===== config.mk =====
export PLATFORM = sky130hd
export DESIGN_NAME = axi_txn_arbiter
export DESIGN_NICKNAME = d
export VERILOG_FILES = /design/src/rtl/axi_txn_arbiter.sv
export SDC_FILE = /design/constraint.sdc
export NUM_CORES = 1
export LEC_CHECK = 0
export ABC_AREA = 1
export CORE_AREA = 2 2 182 184
export CTS_CLUSTER_SIZE = 14
export DETAILED_ROUTE_END_ITERATION = 10
export DIE_AREA = 0 0 184 186
export GPL_TIMING_DRIVEN = 0
export HOLD_SLACK_MARGIN = 0.02
export SYNTH_ARGS = -nofsm -noshare
export SYNTH_HDL_FRONTEND = slang
export SYNTH_SLANG_ARGS = --single-unit
export TNS_END_PERCENT = 30

===== constraint.sdc =====
create_clock -name clk -period 1.9 [get_ports clk]
set_input_delay 0.285 -clock clk [delete_from_list [all_inputs] [get_ports clk]]
set_output_delay 0.285 -clock clk [all_outputs]
set_load 0.01 [all_outputs]

===== src/rtl/axi_txn_arbiter.sv =====
// Round-robin arbiter sharing one burst Master between two requesters.
// Issues one read/write command at a time and reports completion or timeout to the winner.
`timescale 1ns/1ps
module axi_txn_arbiter #(
  parameter int unsigned DATA_W      = 128,
  parameter int unsigned TIMEOUT_CYC = 1023,
  parameter int unsigned TO_W        = 10
) (
  input  logic              clk,
  input  logic              rst,
  input  logic              req0_valid,
  output logic              req0_ready,
  input  logic              req0_write,
  input  logic [7:0]        req0_addr,
  input  logic [3:0]        req0_len,
  input  logic [DATA_W-1:0] req0_wdata,
  output logic              req0_done,
  output logic [4:0]        req0_resp,
  input  logic              req1_valid,
  output logic              req1_ready,
  input  logic              req1_write,
  input  logic [7:0]        req1_addr,
  input  logic [3:0]        req1_len,
  input  logic [DATA_W-1:0] req1_wdata,
  output logic              req1_done,
  output logic [4:0]        req1_resp,
  output logic              en,
  output logic              en_,
  output logic [15:0]       tb_R,
  output logic [15:0]       tb_W,
  output logic [DATA_W-1:0] INDATA,
  input  logic              RVALID,
  input  logic              RREADY,
  input  logic              RLAST,
  input  logic              RRESP,
  input  logic              BVALID,
  input  logic              BREADY,
  input  logic [4:0]        BRESP,
  output logic              busy
);

  localparam logic [TO_W:0] TO_LIMIT = (TO_W + 1)'(TIMEOUT_CYC);
  localparam logic [4:0]    RESP_TO  = 5'b11111;

  typedef enum logic [2:0] {
    S_IDLE,
    S_ISSUE,
    S_WAIT_RD,
    S_WAIT_WR,
    S_DONE
  } state_t;

  state_t            state, next_state;
  logic              armed;
  logic              rr;
  logic              lat_write;
  logic              winner;
  logic [TO_W-1:0]   cnt, cnt_next;
  logic [TO_W:0]     cnt_inc;
  logic              grant;
  logic              sel_id;
  logic              sel_write;
  logic [7:0]        sel_addr;
  logic [3:0]        sel_len;
  logic [DATA_W-1:0] sel_wdata;
  logic [15:0]       sel_cmd;
  logic [4:0]        resp_next;

  // Requester selection: rr breaks the tie only when both are valid
  always_comb begin
    sel_id    = req0_valid ? (req1_valid ? rr : 1'b0) : 1'b1;
    sel_write = sel_id ? req1_write : req0_write;
    sel_addr  = sel_id ? req1_addr  : req0_addr;
    sel_len   = sel_id ? req1_len   : req0_len;
    sel_wdata = sel_id ? req1_wdata : req0_wdata;
    sel_cmd   = {sel_addr, sel_len, 3'b000, sel_id};
  end

  // Next-state, grant handshake and completion detection
  always_comb begin
    next_state = state;
    grant      = 1'b0;
    req0_ready = 1'b0;
    req1_ready = 1'b0;
    cnt_next   = cnt;
    resp_next  = 5'b00000;
    cnt_inc    = {1'b0, cnt} + (TO_W + 1)'(1);
    unique case (state)
      S_IDLE: begin
        if (armed && (req0_valid || req1_valid)) begin
          grant      = 1'b1;
          req0_ready = ~sel_id;
          req1_ready = sel_id;
          next_state = S_ISSUE;
        end
      end
      S_ISSUE: begin
        cnt_next   = '0;
        next_state = lat_write ? S_WAIT_WR : S_WAIT_RD;
      end
      S_WAIT_RD: begin
        if (RVALID && RREADY && RLAST) begin
          resp_next  = {4'b0000, RRESP};
          next_state = S_DONE;
        end else if (cnt_inc >= TO_LIMIT) begin
          resp_next  = RESP_TO;
          next_state = S_DONE;
        end else begin
          cnt_next = cnt_inc[TO_W-1:0];
        end
      end
      S_WAIT_WR: begin
        if (BVALID && BREADY) begin
          resp_next  = BRESP;
          next_state = S_DONE;
        end else if (cnt_inc >= TO_LIMIT) begin
          resp_next  = RESP_TO;
          next_state = S_DONE;
        end else begin
          cnt_next = cnt_inc[TO_W-1:0];
        end
      end
      S_DONE: begin
        next_state = S_IDLE;
      end
      default: begin
        next_state = S_IDLE;
      end
    endcase
  end

  // State register; armed keeps ready low until the first cycle after reset release
  always_ff @(posedge clk or negedge rst) begin
    if (!rst) begin
      state     <= S_IDLE;
      armed     <= 1'b0;
      rr        <= 1'b0;
      lat_write <= 1'b0;
      winner    <= 1'b0;
      cnt       <= '0;
    end else begin
      state <= next_state;
      armed <= 1'b1;
      cnt   <= cnt_next;
      if (grant) begin
        lat_write <= sel_write;
        winner    <= sel_id;
        rr        <= ~sel_id;
      end
    end
  end

  // Registered Master command and requester completion outputs
  always_ff @(posedge clk or negedge rst) begin
    if (!rst) begin
      en        <= 1'b0;
      en_       <= 1'b0;
      tb_R      <= '0;
      tb_W      <= '0;
      INDATA    <= '0;
      busy      <= 1'b0;
      req0_done <= 1'b0;
      req1_done <= 1'b0;
      req0_resp <= '0;
      req1_resp <= '0;
    end else begin
      en        <= grant & ~sel_write;
      en_       <= grant & sel_write;
      busy      <= (next_state != S_IDLE);
      req0_done <= (next_state == S_DONE) && !winner;
      req1_done <= (next_state == S_DONE) && winner;
      req0_resp <= ((next_state == S_DONE) && !winner) ? resp_next : 5'b00000;
      req1_resp <= ((next_state == S_DONE) && winner)  ? resp_next : 5'b00000;
      if (grant) begin
        tb_R   <= sel_write ? 16'h0000 : sel_cmd;
        tb_W   <= sel_write ? sel_cmd : 16'h0000;
        INDATA <= sel_write ? sel_wdata : '0;
      end else if (next_state == S_IDLE) begin
        tb_R   <= '0;
        tb_W   <= '0;
        INDATA <= '0;
      end
    end
  end

endmodule


-- Word-level counts from Yosys, hierarchy flattened
Index checks and enable logic that the tools add are counted.
- input bits: 297
- flip-flop bits (word level): 192
- output and inout bits: 177
- mux-type cells: 36
- equality and inequality tests: 6
- $add $sub $neg: 1
- reduce and logical (&&, ||, !) cells: 14
- magnitude comparators: 1
- bitwise operators: 4
- operators by type and width (kind ; count):
    128-bit two-way mux ; 4
    16-bit two-way mux ; 5
    10-bit two-way mux ; 3
    10-bit one-hot mux with 3 select lines ; 1
    5-bit two-way mux ; 5
    3-bit two-way mux ; 4
    3-bit one-hot mux with 4 select lines ; 1
    10-bit by 1-bit adder with 11-bit output, second input constant ; 1
    11-bit by 10-bit >= comparator with 1-bit output, second input constant ; 1
    1-bit two-way mux ; 10
    5-bit one-hot mux with 2 select lines ; 1
    8-bit two-way mux ; 1
    3-bit by 2-bit == test with 1-bit output, second input constant ; 2
    1-bit logical AND ; 6
    3-bit zero test ; 2
    3-bit nonzero test ; 2
    4-bit two-way mux ; 1
    2-bit inequality test, second input constant ; 2
    3-bit by 1-bit == test with 1-bit output, second input constant ; 1
    3-bit == test, second input constant ; 1
    3-bit AND reduction ; 1
    1-bit AND ; 2
    1-bit NOT ; 2
    2-bit nonzero test ; 1
    2 further kinds ; 2

-- Longest topological paths before layout
- word-level depth: 8
- mapped depth: 14

-- Worst setup path before layout
Ideal clock, no wire load.
- path kind: flip-flop to flip-flop
- start: register cnt[0]
- end: register cnt[8]
- library setup time: 0.074 ns
- cell stages (with the launch flop): 13
- period minus slack after synthesis: 1.770 ns
- buffers on the path: 1
- data arrival time: 1.696 ns
- slack: 0.130 ns
- cells stage by stage: dfrtp_1 -> inv_2 -> ha_1 -> o21bai_1 -> nand3_1 -> nor2_4 -> nand4_4 -> nand3_2 -> nand2_4 -> inv_6 -> buf_12 -> nand2_2 -> o21ai_2
- longest elaborated chain between the ends: 5
- elaborated cells on any way between the ends: 6
- classes of those cells: add/sub (1); order compare (1); mux (4)
- RTL lines (item ; RTL line ; RTL):
    start: declaration ; 58 ; logic [TO_W-1:0] cnt, cnt_next;
    start signal: assignment ; 144 ; cnt <= cnt_next;
    10-bit by 1-bit adder with 11-bit output * ; 87 ; cnt_inc = {1'b0, cnt} + (TO_W + 1)'(1);
    11-bit by 10-bit >= comparator with 1-bit output ; 105, 116 ;
    10-bit two-way mux * ; 105, 116 ;
    10-bit two-way mux, on equally long branches ; 113, 102 ;
    10-bit one-hot mux with 3 select lines * ; 88 ; unique case (state)
Mark *: on every way between the ends. The rest lies on a longest branch, timed or not. The select of a mux whose other input is x is not followed.
A chain may end at the register's enable or synchronous reset.

-- Worst setup path after layout
- start: register cnt[1]
- end: register cnt[3]
The elaborated chain is that of the path after synthesis.

==> results.ini <==
[timing]
finalCritPeriodShare=1.05
tightest_slew_ns=0.830
rsz0062_at_grt=yes
maxSlewViolCount=0
hold_viol=0
tns_ns=-1.17
period_needed_ns=1.99
setup_violations=20
worst_slack_ns=-0.0940
fmax_mhz=502
slew_headroom=0.446
skew_ns=0.0165

[cells_and_area]
drive_above_1_share=0.193
n_fill_cell=3100
antenna_cells=0
areaGrowthSynthToFinish_pct=66.4
nets=1802

[worst_setup_path]
end_kind=flip-flop
cp.required_ns=2.22
arrival_ns=2.31
worstPathCellList=ha_2 > nand2_1 > inv_1 > nor2_2 > nand3_1 > nor2_4 > nand4_4 > nand3_2 > nand2_4 > inv_6 > clkbuf_16 > o21ai_2
cp_max_fo=8
max_stage_delay_ns=0.44
start_kind=flip-flop
crit_buf_inv=3
crit_family=simple AND/OR/NAND/NOR gates
crit_slowest_cell=dfrtp_2
worstSetupPathType=reg2reg

[yosys]
synth_top_area_frac=0.499
synth_area_leader_cell=dfrtp_1
seq_area_frac_synth=0.499
yosysWarnings=0
syn_avg_cell_area_sq_um=9.35
synth-seq-cells=186
ys_top_cells_by_area=dfrtp_1, mux2_2, inv_1
netlist_instances=998
yosysUniqueCellTypes=32
synthesis.area_sq_um=9330

[worst_hold_path]
hold_path.class=in2async

[clocking]
cts_buffers=17
worstSkewPairLatency_ns=0.43
clkTransAtPathRegs_ns=0.09
cts_tree=yes
clk_path_buf_depth=2
cts-root-buf=clkbuf_16
clock_sinks=186
cts.htree.levels=4

[power_and_ir_drop]
p_leak_nw=6.48
seqPwrFrac=0.337
p_sw_mw=5.98
powerDensity_nw_per_um2=1040
power.internal_mw=10.2
power_frac_comb=0.438
switching_share=0.370
clkPwrFrac=0.225
ir_worst_vdd_mv=0.656

[floorplanning]
dieWidth_microns=184
die_y_microns=186
rows=66
core_sq_um=32200
ioPinCount=474
die-area_sq_um=34200
start_util=0.290

[grt]
grt_max_degree=107
antenna_found_initial=0
grt_pass1_vias=8552
overflow=0
grt_usage=0.191
grt_pass1_wl_mm=49.3

[job]
max_cap_violations=0

[run_status]
status=finished with violations
violations=setup timing

[placed_design]
gp_congestion=0.790
io_buffers=467
place_ws_ns=-1.58
post-dp-hpwl_mm=26.2

[routing]
drc_errors=0
wl_per_cell_microns=17.8
avgViaCountPerCell=4.41
first_pass_iters=4
antenna_left=0
drt_iter0_drc=272
drt_wl_total_mm=34.2
vias=8486

-- path summary, 6_finish.rpt --
path,start,end,slack (ns),depth (start not counted)
setup / recovery,cnt[1],cnt[3],-0.09,12
hold / removal,rst,INDATA[93],0.50,2
hold reg to reg,INDATA[38],INDATA[38],0.52,2
min in group clk,req1_write,tb_R[0],0.50,2
setup reg to reg,cnt[1],cnt[3],-0.09,12
max in group asynchronous,rst,INDATA[27],0.47,3
-- per-stage QoR --
stage                     instance area (sq um)  power (mW)  std cells  hold slack [ns]  utilization
after CTS                                 15400        16.1       1919            0.455        0.478
after global placement                    14500        12.1       1878            0.483        0.451
after floorplan                            9350        8.45       1003          -0.0106            -
after global routing                      15500        17.2       1924            0.481        0.482
after detailed placement                  14600        12.2       1879            0.408        0.452
final                                     15500        16.2       1924            0.497        0.482
-- cells in the mapped netlist --
master and count:
nor2_4 7, mux2_2 129, o21a_1 1, or2_2 5, o21ai_1 12, dfrtp_1 186
o21ai_2 7, clkbuf_1 28, nand4_4 1, inv_1 175, buf_2 14, buf_1 3
nand3_1 26, nand3_2 3, inv_6 1, o21bai_1 3, inv_2 9, a21oi_1 1
o21ai_0 126, nand4_1 2, o22ai_1 24, ha_1 2, buf_12 1, buf_4 8
nor2_2 2, mux2i_1 11, nand2_4 3, nand3_4 1, nand2_1 167, nand2_2 16
conb_1 2, nor2_1 22
-- sequential cells by signal, summed over array words and instances (netlist names) --
register,count
busy,1
lat_write,1
winner,1
armed,1
INDATA,128
state,3
en_,1
rr,1
en,1
cnt,10
req0_done,1
req1_resp,5
tb_R,13
tb_W,13
req0_resp,5
req1_done,1
-- what timing repair did --
action | 4_1_cts | 5_1_grt
cloned | 0 | 1
endpoints found under the setup margin | 179 | 161
pin swaps | 8 | 15
buffers inserted | 8 | 5
resized for setup | 70 | 36
endpoints found under the hold margin | 105 | 0
hold buffers | 1 | 0
-- worst register-to-register path, delay by kind of cell, from the launching register on --
family	cells	cell delay, ns
flops	1	0.44
buf+inv	3	0.33
simple gates	7	0.85
compound gates	1	0.05
fa+ha+maj	1	0.22
-- cell type report --
class | count | area (sq um) | area share
Timing Repair Buffer | 483 | 4860 | 0.313
Clock buffer | 17 | 425 | 0.0274
Inverter | 185 | 704 | 0.0454
Sequential cell | 186 | 4660 | 0.300
Clock inverter | 15 | 169 | 0.0109
Multi-Input combinational cell | 578 | 3820 | 0.246
Tap cell | 408 | 510 | 0.0329
Buffer | 52 | 378 | 0.0243
-- placed cells by master, fill, tap and decap left out, types with 2 or more instances in the layout --
cell / synthesis / layout
buf_12: 1 / 5
buf_2: 14 / 4
buf_4: 8 / 26
buf_6: 0 / 9
clkbuf_1: 28 / 13
clkbuf_16: 0 / 18
clkbuf_2: 0 / 10
clkdlybuf4s50_1: 0 / 464
clkinv_4: 0 / 3
clkinv_8: 0 / 4
conb_1: 2 / 7
dfrtp_1: 186 / 183
dfrtp_2: 0 / 3
inv_1: 175 / 173
inv_2: 9 / 9
inv_4: 0 / 2
inv_6: 1 / 2
inv_8: 0 / 5
mux2_2: 129 / 129
mux2i_1: 11 / 11
nand2_1: 167 / 161
nand2_2: 16 / 19
nand2_4: 3 / 6
nand3_1: 26 / 25
nand3_2: 3 / 3
nand3_4: 1 / 2
nand4_1: 2 / 2
nor2_1: 22 / 17
nor2_2: 2 / 5
nor2_4: 7 / 9
o21ai_0: 126 / 126
o21ai_1: 12 / 11
o21ai_2: 7 / 7
o21bai_1: 3 / 3
o22ai_1: 24 / 24
or2_2: 5 / 5
-- logic make-up (layout without fill, tap and decap cells) --
| kind of cell | count (synthesis) | in the layout | share of synthesized area |
|---|---|---|---|
| flops | 186 | 186 | 0.499 |
| buf+inv | 239 | 752 | 0.104 |
| mux | 140 | 140 | 0.167 |
| other cells | 2 | 7 | 0.000805 |
| compound gates | 174 | 174 | 0.100 |
| simple gates | 255 | 255 | 0.126 |
| fa+ha+maj | 2 | 2 | 0.00268 |
-- power by group through the flow --
stage | sequential, mW | combinational, mW | clock (mW)
floorplan | 5.86 | 2.59 | 0
global placement | 5.46 | 6.67 | 0
detailed placement | 5.48 | 6.69 | 0
CTS | 5.43 | 6.95 | 3.74
global route | 5.56 | 7.71 | 3.91
finish | 5.44 | 7.08 | 3.64
-- layer usage --
layer / track usage / part of all wire / wire length, microns / vias up
met3: 0.0499 / 0.069 / 2350 / 24
met2: 0.348 / 0.51 / 17500 / 303
met5: 0 / 0 / 0 / -
li1: - / - / - / 4171
met4: 0.0454 / 0.015 / 529 / 0
met1: 0.224 / 0.40 / 13800 / 3988
Note: power is estimated with default switching activity, not from simulation.
